[src/rtl/srp16_pkg.sv]
// Shared types and constants for the SRP16 instruction fetch path.
package srp16_pkg;

    typedef enum logic [1:0] {
        FETCH_LO   = 2'd0,
        FETCH_HI   = 2'd1,
        WAIT_SPACE = 2'd2
    } fetch_state_t;

    localparam logic [15:0] SRP16_RESET_PC   = 16'h0000;
    localparam logic [15:0] SRP16_WORD_BYTES = 16'd2;

    typedef struct packed {
        logic [15:0] instr;
        logic [15:0] pc;
    } instr_entry_t;

    // Byte address arithmetic; wraps naturally at 16 bits.
    function automatic logic [15:0] byte_addr_add(input logic [15:0] addr, input logic [15:0] offset);
        return addr + offset;
    endfunction

endpackage

[src/rtl/instr_fifo.sv]
// Synchronous FIFO of assembled instruction words with a registered head.
// Clear wins over push/pop; the head register is preloaded so it is valid the cycle count goes nonzero.
module instr_fifo
    import srp16_pkg::*;
#(
    parameter int DEPTH = 4
) (
    input  logic                     clk,
    input  logic                     reset,
    input  logic                     clear,
    input  logic                     push,
    input  instr_entry_t             push_data,
    input  logic                     pop,
    output instr_entry_t             head,
    output logic                     valid,
    output logic [$clog2(DEPTH):0]   count
);

    localparam int AW = $clog2(DEPTH);
    localparam logic [AW:0] FULL_COUNT = (AW+1)'(DEPTH);

    instr_entry_t       mem_r [DEPTH];
    logic [AW-1:0]      wr_ptr_r;
    logic [AW-1:0]      rd_ptr_r;
    logic [AW-1:0]      rd_ptr_nx_s;
    logic [AW:0]        count_r;
    logic [AW:0]        count_nx_s;
    instr_entry_t       head_r;
    instr_entry_t       head_nx_s;
    logic               valid_r;
    logic               push_s;
    logic               pop_s;

    // Qualified push/pop, next occupancy and next head entry.
    always_comb begin
        pop_s       = pop && (count_r != {(AW+1){1'b0}});
        push_s      = push && ((count_r < FULL_COUNT) || pop_s);
        count_nx_s  = count_r + (AW+1)'(push_s) - (AW+1)'(pop_s);
        head_nx_s   = head_r;
        if (pop_s) begin
            rd_ptr_nx_s = rd_ptr_r + AW'(1'b1);
        end else begin
            rd_ptr_nx_s = rd_ptr_r;
        end
        // The word being written this cycle becomes head when it lands at the new read slot.
        if (count_nx_s == {(AW+1){1'b0}}) begin
            head_nx_s = head_r;
        end else if (push_s && (wr_ptr_r == rd_ptr_nx_s)) begin
            head_nx_s = push_data;
        end else begin
            head_nx_s = mem_r[rd_ptr_nx_s];
        end
    end

    // Storage array write port.
    always_ff @(posedge clk) begin
        if (push_s && !clear) begin
            mem_r[wr_ptr_r] <= push_data;
        end
    end

    // Pointers, occupancy and registered head.
    always_ff @(posedge clk) begin
        if (reset || clear) begin
            wr_ptr_r <= {AW{1'b0}};
            rd_ptr_r <= {AW{1'b0}};
            count_r  <= {(AW+1){1'b0}};
            head_r   <= '{instr: 16'h0000, pc: 16'h0000};
            valid_r  <= 1'b0;
        end else begin
            if (push_s) begin
                wr_ptr_r <= wr_ptr_r + AW'(1'b1);
            end
            rd_ptr_r <= rd_ptr_nx_s;
            count_r  <= count_nx_s;
            head_r   <= head_nx_s;
            valid_r  <= (count_nx_s != {(AW+1){1'b0}});
        end
    end

    assign head  = head_r;
    assign valid = valid_r;
    assign count = count_r;

endmodule

[src/rtl/instr_prefetch.sv]
// Instruction prefetch: fetches byte pairs, assembles 16-bit words low byte first,
// and queues them with their byte address for decode. Flush redirects fetch.
module instr_prefetch
    import srp16_pkg::*;
#(
    parameter int          DEPTH    = 4,
    parameter logic [15:0] RESET_PC = SRP16_RESET_PC
) (
    input  logic                     clk,
    input  logic                     reset,
    output logic [15:0]              mem_addr,
    output logic                     mem_read,
    input  logic                     mem_ready,
    input  logic [7:0]               mem_din,
    input  logic                     flush,
    input  logic [15:0]              flush_addr,
    output logic                     instr_valid,
    output logic [15:0]              instr,
    output logic [15:0]              instr_pc,
    input  logic                     instr_ready,
    output logic [$clog2(DEPTH):0]   count
);

    localparam int AW = $clog2(DEPTH);
    localparam logic [AW:0] FULL_COUNT = (AW+1)'(DEPTH);

    fetch_state_t   state_r;
    fetch_state_t   state_nx_s;
    logic [15:0]    fetch_pc_r;
    logic [15:0]    fetch_pc_nx_s;
    logic [7:0]     lo_byte_r;
    logic [7:0]     lo_byte_nx_s;
    logic [15:0]    mem_addr_r;
    logic [15:0]    mem_addr_nx_s;
    logic           mem_read_r;
    logic           mem_read_nx_s;
    logic           push_s;
    logic           pop_s;
    logic           clear_s;
    logic [AW:0]    count_s;
    logic [AW:0]    post_count_s;
    instr_entry_t   push_data_s;
    instr_entry_t   head_s;
    logic           head_valid_s;

    // Fetch FSM next state, byte assembly and next memory request.
    always_comb begin
        state_nx_s    = state_r;
        fetch_pc_nx_s = fetch_pc_r;
        lo_byte_nx_s  = lo_byte_r;
        push_s        = 1'b0;
        clear_s       = 1'b0;
        pop_s         = head_valid_s && instr_ready;
        post_count_s  = count_s + (AW+1)'(1'b1) - (AW+1)'(pop_s);
        push_data_s   = '{instr: {mem_din, lo_byte_r}, pc: fetch_pc_r};
        if (flush) begin
            clear_s       = 1'b1;
            state_nx_s    = FETCH_LO;
            fetch_pc_nx_s = flush_addr;
            lo_byte_nx_s  = 8'h00;
        end else begin
            case (state_r)
                FETCH_LO: begin
                    if (mem_ready) begin
                        lo_byte_nx_s = mem_din;
                        state_nx_s   = FETCH_HI;
                    end else begin
                        state_nx_s   = FETCH_LO;
                    end
                end
                FETCH_HI: begin
                    if (mem_ready) begin
                        push_s        = 1'b1;
                        fetch_pc_nx_s = byte_addr_add(fetch_pc_r, SRP16_WORD_BYTES);
                        if (post_count_s < FULL_COUNT) begin
                            state_nx_s = FETCH_LO;
                        end else begin
                            state_nx_s = WAIT_SPACE;
                        end
                    end else begin
                        state_nx_s = FETCH_HI;
                    end
                end
                WAIT_SPACE: begin
                    if (count_s < FULL_COUNT) begin
                        state_nx_s = FETCH_LO;
                    end else begin
                        state_nx_s = WAIT_SPACE;
                    end
                end
                default: begin
                    state_nx_s = FETCH_LO;
                end
            endcase
        end
        // Memory request is registered from the next state so it holds steady while waiting.
        mem_read_nx_s = (state_nx_s != WAIT_SPACE);
        if (state_nx_s == FETCH_HI) begin
            mem_addr_nx_s = byte_addr_add(fetch_pc_nx_s, 16'd1);
        end else begin
            mem_addr_nx_s = fetch_pc_nx_s;
        end
    end

    // FSM state, fetch address, low-byte holding and memory request registers.
    always_ff @(posedge clk) begin
        if (reset) begin
            state_r    <= FETCH_LO;
            fetch_pc_r <= RESET_PC;
            lo_byte_r  <= 8'h00;
            mem_addr_r <= RESET_PC;
            mem_read_r <= 1'b1;
        end else begin
            state_r    <= state_nx_s;
            fetch_pc_r <= fetch_pc_nx_s;
            lo_byte_r  <= lo_byte_nx_s;
            mem_addr_r <= mem_addr_nx_s;
            mem_read_r <= mem_read_nx_s;
        end
    end

    instr_fifo #(
        .DEPTH (DEPTH)
    ) u_fifo (
        .clk       (clk),
        .reset     (reset),
        .clear     (clear_s),
        .push      (push_s),
        .push_data (push_data_s),
        .pop       (pop_s),
        .head      (head_s),
        .valid     (head_valid_s),
        .count     (count_s)
    );

    assign mem_addr    = mem_addr_r;
    assign mem_read    = mem_read_r;
    assign instr_valid = head_valid_s;
    assign instr       = head_s.instr;
    assign instr_pc    = head_s.pc;
    assign count       = count_s;

endmodule

[config.mk]
export PLATFORM = sky130hd
export DESIGN_NAME = instr_prefetch
export DESIGN_NICKNAME = d
export VERILOG_FILES = /design/src/rtl/srp16_pkg.sv /design/src/rtl/instr_fifo.sv /design/src/rtl/instr_prefetch.sv
export SDC_FILE = /design/constraint.sdc
export NUM_CORES = 1
export LEC_CHECK = 0
export ABC_AREA = 1
export CORE_MARGIN = 2
export CORE_UTILIZATION = 52
export CTS_CLUSTER_DIAMETER = 100
export CTS_CLUSTER_SIZE = 8
export DETAILED_ROUTE_END_ITERATION = 12
export GPL_TIMING_DRIVEN = 0
export PLACE_DENSITY = 0.82
export SLEW_MARGIN = 20
export SYNTH_ARGS = -nofsm -noshare
export SYNTH_HDL_FRONTEND = slang
export SYNTH_SLANG_ARGS = --single-unit
[constraint.sdc]
create_clock -name clk -period 4.6 [get_ports clk]
set_input_delay 1.38 -clock clk [delete_from_list [all_inputs] [get_ports clk]]
set_output_delay 1.38 -clock clk [all_outputs]
set_load 0.01 [all_outputs]
==> results.md <==
* Outcome: complete, no violations
* Worst Hold Class: flop to flop
* Post-CTS Setup Inserts at 0
* Setup Skew at between 0.01 and 0.015 ns
* Switch share at 0.216
* Top-level I/O count at 82
* Final Wtd Congestion at 0.910
* Final setup viols at 0
* Layout area overhead at 22.6%
* Reg2reg start: u_fifo.count[2]
* Max Slew Vio Count at 0
* Pin count of the biggest net entering global routing at 23
* Via count at approximately 7500
* Crit path time final at around 4.3 ns
* Sequential cell area fraction in the yosys report at 0.602
* Initial drt markers at approximately 640
* Worst slew pin tran at between 0.7 and 0.8 ns
* Worst hold start: u_fifo.head[6]
* R2r worst-path depth at 16
* Leak at 4.54 nW
* Maximum VDD drop at ~0.00035 V
* Max Clock Freq at roughly 0.23 GHz
* Number of global-route vias before repair at just over 7000
* Relative slew slack at 0.530
* Hold_buf cts at 0
* Port Buffer Count at 80
* Largest family of logic cells by synthesized area: simple AND/OR/NAND/NOR gates
* Compound-cell area share of the yosys netlist at 0.0298
* Initial core utilization at 0.530
* Die W at 137 microns
* Crit Path Class: primary input to flop
* DRC viols at 0
* Core area at around 0.017 sq mm
* Post-Place Cells at 1315
* DRT antenna net count at 0
* Power Dens Cells at roughly 380 mW/mm^2
* Pre-Repair DR Iteration Count at 7
* Startpoint Class: primary input
* Mux cell area share after synthesis at 0
* Setup TNS at 0 ns
* Clk pin slew, worst setup/hold paths at 0.05 ns
* Worst Path Arrival at 4.80 ns
* Clock Path Buffers at 3
* Crit end category: flop
* Htree depth at 1
* Hold path cells at 2
* #FFs+latches synth at between 200 and 250
* All-Layer GR Usage at 0.246
* Vert. Die Dim at between 100 and 150 microns
* Total wire length at roughly 23000 microns
* Synthesized area at just over 0.009 sq mm
* Reg power frac at 0.487
* Post-Synth Adder-Cell Area at 0.0131
* Syn avg cell area at about 9.1 sq um
* Final worst-path cycle share at 0.939
* Crit path cell chain: clkdlybuf4s50_1 -> nand3_4 -> nor2_1 -> nand2_2 -> inv_2 -> ha_1 -> fa_1 -> xnor2_1 -> xor2_1 -> inv_1 -> nand3_1 -> nand2_1 -> inv_1 -> buf_1 -> nand3_1 -> nand2_1
* Dpl hpwl at about 15000 microns
* Crit path max fanout at 10
* TritonCTS clock tree: yes
* Worst r2r dst: u_fifo.head[7]
* Asr flop ratio synth at 0
* Post-CTS resize count at 0
* Post-synth top flop: edfxtp_1
* EDFF count, synth at 128
* Synthesis Warnings at 0
* Root buffer cell: clkbuf_16
* First-pass GRT wire length at roughly 36000 microns
* Initial antenna violation count at 0
* Worst Path Required at between 5 and 6 ns
* Synth Area in Simple Gates at 0.297
* RSZ-0062 raised after global routing: false
* N_diodes at 0
* Storage element area at between 0.005 and 0.006 sq mm
* Clk pwr share at 0.465
* Ratio of cells with drive above 1 in the final layout at 0.0936
* CTS Buf Count at 30
* Max-cap violations at 0
* Slowest CP cell: clkdlybuf4s50_1
* Post-Synthesis Cells at around 1000
* Nets at about 1200
* Max incr delay on CP at ~0.53 ns
* Grt ovf at 0
* Rows at 48
* Finished Layout Cells at approximately 1400
* R2R setup slack at 1.20 ns
* Multi-input gate area at roughly 0.0032 sq mm
* Combinational Power Share at 0.049
* Post-Synth XOR/XNOR Area at 0.00192
* Die ar. at approximately 0.019 sq mm
* Final hold vios at 0
* Drt via density at between 5 and 6
* Syn_nets at 1044
* Clk sinks at roughly 210
* Synth cell types at 36
* Hold Path Sink: u_fifo.head[6]
* CP Buf/Inv Count at 5
* Routed length per placed instance at around 17 microns
* Delay-heaviest family, CP: buffers and inverters
* Internal power at 3.33 mW
* Switching pwr at 0.919 mW
* Fillers at ~1300
* Clk_lat worst skew at roughly 0.54 ns
synth_stat cells (2+ instances only):
cell	number	share of area
nor2_1	58	0.024
clkbuf_1	11	0.0045
or2_2	12	0.0082
nand3b_1	11	0.0090
dfxtp_1	83	0.18
nand3_2	3	0.0033
buf_2	18	0.0099
nand2_1	344	0.14
a21oi_1	24	0.013
nor3_1	4	0.0022
buf_4	6	0.0049
o21ai_1	2	0.0011
nand2_2	4	0.0027
nor4_1	2	0.0014
ha_1	8	0.011
nor2_4	5	0.0062
o21ai_0	19	0.010
buf_1	6	0.0025
nor2_2	5	0.0034
inv_1	66	0.027
nand4_1	9	0.0062
nand3_1	157	0.086
edfxtp_1	128	0.42
inv_2	7	0.0029
buf_6	3	0.0037
cells by family after synthesis:
family / count (synthesis)
XOR/XNOR: 2
flip-flops: 211
buffers and inverters: 117
AND/OR/NAND/NOR: 617
adder cells (fa/ha/maj): 9
AO/OA/AOI/OAI: 50
routing by layer:
metal | wire, microns | up-vias | GRT usage
met2 | 11100 | 415 | 0.414
met1 | 9020 | 3428 | 0.305
met4 | 749 | 0 | 0.120
li1 | - | 3569 | -
met5 | 0 | - | 0
met3 | 2040 | 66 | 0.0441
metrics by stage:
step / power, mW / hold WS, ns / utilization / instance area [sq um] / setup WS [ns]
2_1_floorplan: 2.21 / 0.460 / - / 9140 / 1.04
3_3_place_gp: 2.30 / 0.437 / 0.593 / 10200 / -0.726
5_1_grt: 4.36 / 0.464 / 0.650 / 11200 / 0.182
4_1_cts: 4.26 / 0.451 / 0.650 / 11200 / 0.404
6_report: 4.25 / 0.450 / 0.650 / 11200 / 0.281
3_5_place_dp: 2.30 / 0.439 / 0.601 / 10400 / -0.139
state kept, by name, summed over array words and instances, names as in the netlist:
signal	cells
u_fifo.head	32
mem_read	1
lo_byte_r	8
mem_addr	16
u_fifo.count	3
u_fifo.rd_ptr_r	2
u_fifo.mem_r	128
u_fifo.valid	1
u_fifo.wr_ptr_r	2
fetch_pc_r	16
state_r	2
layout make-up:
class                           instances  share of cell area
Buffer                                 44              0.0208
Sequential cell                       211               0.491
Tap cell                              225              0.0251
Clock buffer                           51              0.0740
Clock inverter                          2             0.00212
Timing Repair Buffer                   84              0.0806
Multi-Input combinational cell        678               0.282
Inverter                               73              0.0244
worst max-delay path by stage:
stage,from,endpoint,slack [ns],cells after the start
detailed placement,mem_ready,u_fifo.head[1],-0.14,15
global placement,mem_ready,u_fifo.mem_r[2][14],-0.73,5
finish,mem_ready,u_fifo.head[7],0.28,16
global route,mem_ready,u_fifo.head[30],0.18,15
floorplan,instr_ready,u_fifo.mem_r[0][0],1.04,6
CTS,mem_ready,u_fifo.head[17],0.40,16
tightest hold or removal path: cells and delay by family (launching register included):
| kind | cells | cell delay (ns) |
|---|---|---|
| and+or+nand+nor | 2 | 0.10 |
| DFF | 1 | 0.30 |
placed cells by master (no fill, tap or decap), types with 12 or more instances in the layout:
cell,n
or2_2,12
o21ai_0,19
nor2_1,54
dfxtp_1,83
nand3_1,157
a21oi_1,24
clkdlybuf4s50_1,80
edfxtp_1,128
inv_1,66
nand2_1,344
clkbuf_16,30
buf_2,18
clkbuf_1,32
power groups by stage:
stage / registers [mW] / clock network (mW) / logic [mW]
after CTS: 2.07 / 1.99 / 0.204
after global routing: 2.07 / 2.07 / 0.226
after detailed placement: 2.10 / 0 / 0.202
final: 2.07 / 1.97 / 0.206
after global placement: 2.10 / 0 / 0.197
after floorplan: 2.10 / 0 / 0.108
Power figures use the tool's default switching activity.
